==> src/rtl/grf_scoreboard_pkg.sv <==
// Shared types and encodings for the general-register-file pending-write scoreboard.
package grf_scoreboard_pkg;
  localparam int SB_NREG = 32;
  localparam int SB_CNTW = 2;
  localparam int AW      = 5;

  typedef logic [AW-1:0] reg_idx_t;
  typedef logic [1:0]    tn_t;

  localparam tn_t TUSE_ID   = 2'd0;
  localparam tn_t TUSE_EX   = 2'd1;
  localparam tn_t TNEW_ALU  = 2'd1;
  localparam tn_t TNEW_LOAD = 2'd2;

  localparam reg_idx_t REG_ZERO = '0;
endpackage

==> src/rtl/grf_scoreboard_if.sv <==
// Decode-stage issue/read/writeback bundle between the pipeline and the scoreboard.
interface grf_scoreboard_if;
  import grf_scoreboard_pkg::*;

  logic     issue_valid;
  reg_idx_t issue_a3;
  tn_t      issue_tnew;
  reg_idx_t rd_a1;
  reg_idx_t rd_a2;
  tn_t      rd_tuse1;
  tn_t      rd_tuse2;
  logic     wb_regwrite;
  reg_idx_t wb_a3;
  logic     stall;
  logic     pend1;
  logic     pend2;
  tn_t      tnew1;
  tn_t      tnew2;
  logic     err_ovf;
  logic     err_unf;

  modport master (
    output issue_valid, issue_a3, issue_tnew, rd_a1, rd_a2, rd_tuse1, rd_tuse2,
           wb_regwrite, wb_a3,
    input  stall, pend1, pend2, tnew1, tnew2, err_ovf, err_unf
  );

  modport slave (
    input  issue_valid, issue_a3, issue_tnew, rd_a1, rd_a2, rd_tuse1, rd_tuse2,
           wb_regwrite, wb_a3,
    output stall, pend1, pend2, tnew1, tnew2, err_ovf, err_unf
  );
endinterface

==> src/rtl/grf_scoreboard_sb_entry.sv <==
// One register's writer count and youngest-writer countdown; reports saturation events.
module sb_entry
  import grf_scoreboard_pkg::*;
#(
  parameter int CNTW = SB_CNTW
) (
  input  logic            clk,
  input  logic            reset,
  input  logic            inc,
  input  logic            dec,
  input  tn_t             tnew_in,
  output logic [CNTW-1:0] cnt,
  output tn_t             tn,
  output logic            ovf,
  output logic            unf
);
  localparam logic [CNTW-1:0] CNT_MAX = '1;

  logic [CNTW-1:0] cnt_q, cnt_d;
  tn_t             tn_q, tn_d;

  always_comb begin
    cnt_d = cnt_q;
    tn_d  = tn_q;
    ovf   = 1'b0;
    unf   = 1'b0;
    // A simultaneous issue and retire cancel; only a lone event moves the count.
    if (inc && !dec) begin
      if (cnt_q == CNT_MAX) ovf = 1'b1;
      else                  cnt_d = cnt_q + 1'b1;
    end else if (dec && !inc) begin
      if (cnt_q == '0) unf = 1'b1;
      else             cnt_d = cnt_q - 1'b1;
    end
    if (inc)               tn_d = tnew_in;
    else if (tn_q != 2'd0) tn_d = tn_q - 2'd1;
  end

  always_ff @(posedge clk) begin
    if (reset) begin
      cnt_q <= '0;
      tn_q  <= '0;
    end else begin
      cnt_q <= cnt_d;
      tn_q  <= tn_d;
    end
  end

  assign cnt = cnt_q;
  assign tn  = tn_q;
endmodule

==> src/rtl/grf_scoreboard.sv <==
// Pending-write scoreboard for the register file: tracks in-flight writers and
// resolves decode reads into use / forward / stall.
module grf_scoreboard
  import grf_scoreboard_pkg::*;
#(
  parameter int NREG = SB_NREG,
  parameter int CNTW = SB_CNTW
) (
  input  logic             clk,
  input  logic             reset,
  grf_scoreboard_if.slave  sb
);
  logic [CNTW-1:0] cnt [NREG];
  tn_t             tn  [NREG];
  logic [NREG-1:0] ovf_vec, unf_vec;
  logic            issue_fire, retire;
  logic            pend1, pend2, stall;
  tn_t             tnew1, tnew2;
  logic            err_ovf_q, err_ovf_d, err_unf_q, err_unf_d;

  // Writeback in the same cycle resolves the last writer: the file bypasses WD to its reads.
  function automatic logic src_pending(logic [CNTW-1:0] c, reg_idx_t a,
                                       logic ret, reg_idx_t wa);
    return (c != '0) && !(ret && (wa == a) && (c == CNTW'(1)));
  endfunction

  assign cnt[0]     = '0;
  assign tn[0]      = '0;
  assign ovf_vec[0] = 1'b0;
  assign unf_vec[0] = 1'b0;

  for (genvar r = 1; r < NREG; r++) begin : g_entry
    sb_entry #(.CNTW(CNTW)) u_entry (
      .clk     (clk),
      .reset   (reset),
      .inc     (issue_fire && (sb.issue_a3 == reg_idx_t'(r))),
      .dec     (retire && (sb.wb_a3 == reg_idx_t'(r))),
      .tnew_in (sb.issue_tnew),
      .cnt     (cnt[r]),
      .tn      (tn[r]),
      .ovf     (ovf_vec[r]),
      .unf     (unf_vec[r])
    );
  end

  always_comb begin
    retire = sb.wb_regwrite && (sb.wb_a3 != REG_ZERO);
    pend1  = src_pending(cnt[sb.rd_a1], sb.rd_a1, retire, sb.wb_a3);
    pend2  = src_pending(cnt[sb.rd_a2], sb.rd_a2, retire, sb.wb_a3);
    tnew1  = pend1 ? tn[sb.rd_a1] : '0;
    tnew2  = pend2 ? tn[sb.rd_a2] : '0;
    stall  = (pend1 && (tnew1 > sb.rd_tuse1)) || (pend2 && (tnew2 > sb.rd_tuse2));
  end

  assign issue_fire = sb.issue_valid && !stall && (sb.issue_a3 != REG_ZERO);

  always_comb begin
    err_ovf_d = err_ovf_q | (|ovf_vec);
    err_unf_d = err_unf_q | (|unf_vec);
  end

  always_ff @(posedge clk) begin
    if (reset) begin
      err_ovf_q <= 1'b0;
      err_unf_q <= 1'b0;
    end else begin
      err_ovf_q <= err_ovf_d;
      err_unf_q <= err_unf_d;
    end
  end

  assign sb.stall   = stall;
  assign sb.pend1   = pend1;
  assign sb.pend2   = pend2;
  assign sb.tnew1   = tnew1;
  assign sb.tnew2   = tnew2;
  assign sb.err_ovf = err_ovf_q;
  assign sb.err_unf = err_unf_q;
endmodule

==> src/flat_wrapper.sv <==
// flat-port wrapper written by rule: the top's interface ports become plain ports
module grf_scoreboard_flat import grf_scoreboard_pkg::*;
#(
  parameter int NREG = SB_NREG,
  parameter int CNTW = SB_CNTW
)
  (clk, reset, sb_issue_valid, sb_issue_a3, sb_issue_tnew, sb_rd_a1, sb_rd_a2, sb_rd_tuse1, sb_rd_tuse2, sb_wb_regwrite, sb_wb_a3, sb_stall, sb_pend1, sb_pend2, sb_tnew1, sb_tnew2, sb_err_ovf, sb_err_unf);
  grf_scoreboard_if sb_i ();
  input  logic clk;
  input  logic reset;
  input wire logic [$bits(sb_i.issue_valid)-1:0] sb_issue_valid;
  input wire logic [$bits(sb_i.issue_a3)-1:0] sb_issue_a3;
  input wire logic [$bits(sb_i.issue_tnew)-1:0] sb_issue_tnew;
  input wire logic [$bits(sb_i.rd_a1)-1:0] sb_rd_a1;
  input wire logic [$bits(sb_i.rd_a2)-1:0] sb_rd_a2;
  input wire logic [$bits(sb_i.rd_tuse1)-1:0] sb_rd_tuse1;
  input wire logic [$bits(sb_i.rd_tuse2)-1:0] sb_rd_tuse2;
  input wire logic [$bits(sb_i.wb_regwrite)-1:0] sb_wb_regwrite;
  input wire logic [$bits(sb_i.wb_a3)-1:0] sb_wb_a3;
  output wire logic [$bits(sb_i.stall)-1:0] sb_stall;
  output wire logic [$bits(sb_i.pend1)-1:0] sb_pend1;
  output wire logic [$bits(sb_i.pend2)-1:0] sb_pend2;
  output wire logic [$bits(sb_i.tnew1)-1:0] sb_tnew1;
  output wire logic [$bits(sb_i.tnew2)-1:0] sb_tnew2;
  output wire logic [$bits(sb_i.err_ovf)-1:0] sb_err_ovf;
  output wire logic [$bits(sb_i.err_unf)-1:0] sb_err_unf;
  assign sb_i.issue_valid = sb_issue_valid;
  assign sb_i.issue_a3 = sb_issue_a3;
  assign sb_i.issue_tnew = sb_issue_tnew;
  assign sb_i.rd_a1 = sb_rd_a1;
  assign sb_i.rd_a2 = sb_rd_a2;
  assign sb_i.rd_tuse1 = sb_rd_tuse1;
  assign sb_i.rd_tuse2 = sb_rd_tuse2;
  assign sb_i.wb_regwrite = sb_wb_regwrite;
  assign sb_i.wb_a3 = sb_wb_a3;
  assign sb_stall = sb_i.stall;
  assign sb_pend1 = sb_i.pend1;
  assign sb_pend2 = sb_i.pend2;
  assign sb_tnew1 = sb_i.tnew1;
  assign sb_tnew2 = sb_i.tnew2;
  assign sb_err_ovf = sb_i.err_ovf;
  assign sb_err_unf = sb_i.err_unf;
  grf_scoreboard #(.NREG(NREG), .CNTW(CNTW)) u_core (.clk(clk), .reset(reset), .sb(sb_i));
endmodule
==> config.mk <==
export PLATFORM = sky130hd
export DESIGN_NAME = grf_scoreboard_flat
export DESIGN_NICKNAME = d
export VERILOG_FILES = /design/src/rtl/grf_scoreboard_pkg.sv /design/src/rtl/grf_scoreboard_if.sv /design/src/rtl/grf_scoreboard_sb_entry.sv /design/src/rtl/grf_scoreboard.sv /design/src/flat_wrapper.sv
export SDC_FILE = /design/constraint.sdc
export NUM_CORES = 1
export LEC_CHECK = 0
export ABC_CLOCK_PERIOD_IN_PS = 13500
export CAP_MARGIN = 20
export CORE_MARGIN = 2
export CORE_UTILIZATION = 70
export CTS_BUF_LIST = sky130_fd_sc_hd__clkbuf_8
export CTS_CLUSTER_DIAMETER = 40
export CTS_CLUSTER_SIZE = 12
export DETAILED_ROUTE_END_ITERATION = 6
export GPL_ROUTABILITY_DRIVEN = 0
export PLACE_DENSITY = 0.86
export SETUP_SLACK_MARGIN = 0.4
export SLEW_MARGIN = 15
export SYNTH_ARGS = -nofsm -noshare
export SYNTH_HDL_FRONTEND = slang
export SYNTH_SLANG_ARGS = --single-unit
==> constraint.sdc <==
create_clock -name clk -period 13.5 [get_ports clk]
set_clock_uncertainty 0.1 [all_clocks]
set_input_delay 2.7 -clock clk [delete_from_list [all_inputs] [get_ports clk]]
set_output_delay 2.7 -clock clk [all_outputs]
set_load 0.01 [all_outputs]
==> summary.txt <==
Logic synthesis
  – Yosys warns: 0
  – Synthesized area: roughly 11,000 µm²
  – Fraction of registers with async set/reset: 0%
  – Post-synthesis sequential area ratio: between 20 and 25%
  – Mean Syn Cell Area: 8.45 µm²
  – Synth area leader: dfxtp_1
  – Syn nets: around 1.4k
  – Synth top area cells: dfxtp_1 23%, mux4_2 13%, ha_1 11%, mux2i_1 6.2%, nand2b_1 5.6%
  – Post-synth EDFFs: 0
  – Cell variety after synth: 60
  – Cells after Synth: 1,295
  – Yosys top cell area share: 23.0%
  – Yosys reg bits: between 100 and 150
  – Dominant synthesized flop cell: dfxtp_1

Clocking
  – CTS Buffer Depth: 2
  – CTS resizes: 0
  – H-tree depth: 4
  – CTS tree: built
  – CTS Sinks: about 130
  – CTS Hold Bufs: 0
  – Clock Pin Slew Worst Setup and Hold Paths: roughly 80 ps
  – Clock root buffer: clkbuf_8
  – Postcts setup bufs: 0
  – CTS Buf Count: 17
  – Skew-Pair Late Insertion Delay: 480 ps

Min path
  – Worst Hold Class: register to register

Placed design
  – Pre-CTS WS: ~3000 ps
  – Detailed-placement wirelength estimate: between 20,000 and 25,000 µm
  – Port buffer count: 38

Detailed routing
  – Post-DR wirelength/cell: about 20 µm
  – Final antenna-violating net count: 0
  – Post-Route WL: roughly 30,000 µm
  – Vias per cell: ~6.5
  – Remaining DRCs: 0
  – Drt first pass iters: 6
  – Iter 0 DRT Violations: 1,322
  – Via count: a little under 10k

Worst setup path
  – Crit-path slowest cell: mux4_2
  – CP required: 10,700 ps
  – Crit. End Element: primary output
  – Cell Chain, Critical Path: clkdlybuf4s50_1 -> buf_4 -> mux4_2 -> mux4_2 -> o21bai_1 -> o221ai_1 -> a21boi_0 -> ha_1 -> nor2b_1 -> o21ai_0 -> nor2_1 -> a311oi_1 -> nand4_4 -> or3_1 -> clkdlybuf4s50_1
  – Startpoint Class: input port
  – Arrival @ worst endpoint: roughly 7800 ps
  – CP max FO: 26
  – Crit-path max cell delay: between 500 and 600 ps
  – Crit Path Class: input port to primary output

Finish
  – Most frequent cells in the layout: 148 x inv_1, 126 x dfxtp_1, 124 x nand2_1, 104 x o21ai_0
  – Synthesis-to-layout area growth: 6.63%
  – Layout cells sized above 1: just under 9%
  – ANT cells: 0
  – Commonest non-fill, non-tap cell in the layout: inv_1
  – # fillers: around 1.1k
  – Final net count: between 1k and 1.5k

Power and ir drop
  – Power density cells: 123 nW/µm²
  – Static leakage: 5.04 nW
  – Worst VDD drop: about 0.00012 V

Global route
  – Pin count of the biggest net entering global routing: 93
  – Remaining global-route overflow: 0
  – GRT Total Usage: between 30% and 40%
  – Vias in the first global route: approximately 9.2k
  – Initial antenna violation count: 1
  – First-pass GRT wire length: 48,400 µm

Run status
  – Status: finished, final reports clean

Timing
  – WHS: approximately 470 ps
  – Final hold viol count: 0
  – Worst Tran Pin Value: 930 ps
  – Slew Limit Fails: 0
  – Final min period: roughly 11,000 ps
  – Max-Slew Margin vs Limit: between 30% and 40%
  – TNS Setup: 0 ps
  – Worst setup margin: ~3000 ps
  – Final period util: 78.3%
  – Highest clock rate: about 0.095 GHz
  – Setup Viol. Count Final: 0
  – RSZ-0062 raised after global routing: no

Floorplan
  – Die width: between 100 and 150 µm
  – Initial Util: a little over 70%
  – Die area: roughly 17,000 µm²
  – Core area: approximately 15,000 µm²
  – DIE HEIGHT: ~130 µm
  – Rows: 45
  – # IOs: 39

Job
  – Maxcap violations: 0
-- synthesized netlist by cell type, types with 8 or more instances --
master and n:
inv_1 148, dfxtp_1 126, nand2_1 124, o21ai_0 104
nand2b_1 98, ha_1 97, mux2i_1 68, nor2_1 65
a21oi_1 63, mux4_2 61, clkbuf_1 37, xnor2_1 35
nor2b_1 31, nor4b_1 31, nand3_1 27, o22ai_1 18
nand4b_1 13, nor4_1 12, nor3_1 11, buf_1 8
-- kinds of logic after synthesis --
family / Yosys count / share of synthesized area (%)
and+or+nand+nor: 452 / 22.7
muxes: 136 / 19.8
adders and majority gates: 97 / 11.1
DFF: 126 / 23.0
xor gates and xnor gates: 41 / 3.28
AOI/OAI and AO/OA: 234 / 12.3
buffers and inverters: 209 / 7.84
-- state kept, by name, summed over array words and instances (netlist names) --
register,cells
u_core.sb.err_unf,1
u_core.g_entry.u_entry.tn,62
u_core.sb.err_ovf,1
u_core.g_entry.u_entry.cnt,62
-- metal layers --
layer / routed length, µm / global-route usage [%] / part of all wire, %
met4: 1810 / 21.1 / 6.0
met5: 13 / 0 / 0.043
met2: 13700 / 60.4 / 46
met1: 11600 / 48.2 / 39
met3: 2970 / 8.63 / 9.9
-- critical path, delay by kind of cell --
kind                     cells  cell delay [ps]
multiplexers                 2             1030
AO/OA/AOI/OAI                5             1470
buffers and inverters        3             1310
adder cells (fa/ha/maj)      1              320
AND/OR/NAND/NOR              4              910
-- where the power goes --
group          switching [W]  total [W]  internal, W
clock network       0.000178   0.000311     0.000133
registers          0.0000868   0.000537     0.000450
logic               0.000285   0.000583     0.000298
-- metrics by stage --
step	util, %	cells	total power (W)	area [µm²]
floorplan	-	1295	0.000978	10900
global placement	74.1	1489	0.00107	11300
detailed placement	74.1	1489	0.00111	11300
CTS	76.5	1521	0.00143	11700
global route	76.5	1521	0.00153	11700
finish	76.5	1521	0.00143	11700
-- cell type report --
type / instances / area (µm²) / share of cell area [%]
Multi-Input combinational cell: 960 / 7570 / 64.8
Sequential cell: 126 / 2520 / 21.6
Inverter: 149 / 559 / 4.79
Timing Repair Buffer: 43 / 400 / 3.43
Tap cell: 211 / 264 / 2.26
Clock buffer: 18 / 248 / 2.12
Clock inverter: 14 / 110 / 0.943
-- path summary, 6_finish.rpt --
check | endpoint | cells past startpoint | slack (ps) | startpoint
worst min register to register | u_core.g_entry[21].u_entry.cnt[1] | 2 | 470 | u_core.g_entry[21].u_entry.cnt[1]
worst max-delay path | sb_stall | 15 | 2930 | sb_rd_a2[1]
worst min-delay path | u_core.g_entry[21].u_entry.cnt[1] | 2 | 470 | u_core.g_entry[21].u_entry.cnt[1]
worst max register to register | u_core.sb.err_unf | 19 | 6980 | u_core.g_entry[23].u_entry.cnt[0]
No activity file was read; power rests on OpenSTA's default activity.
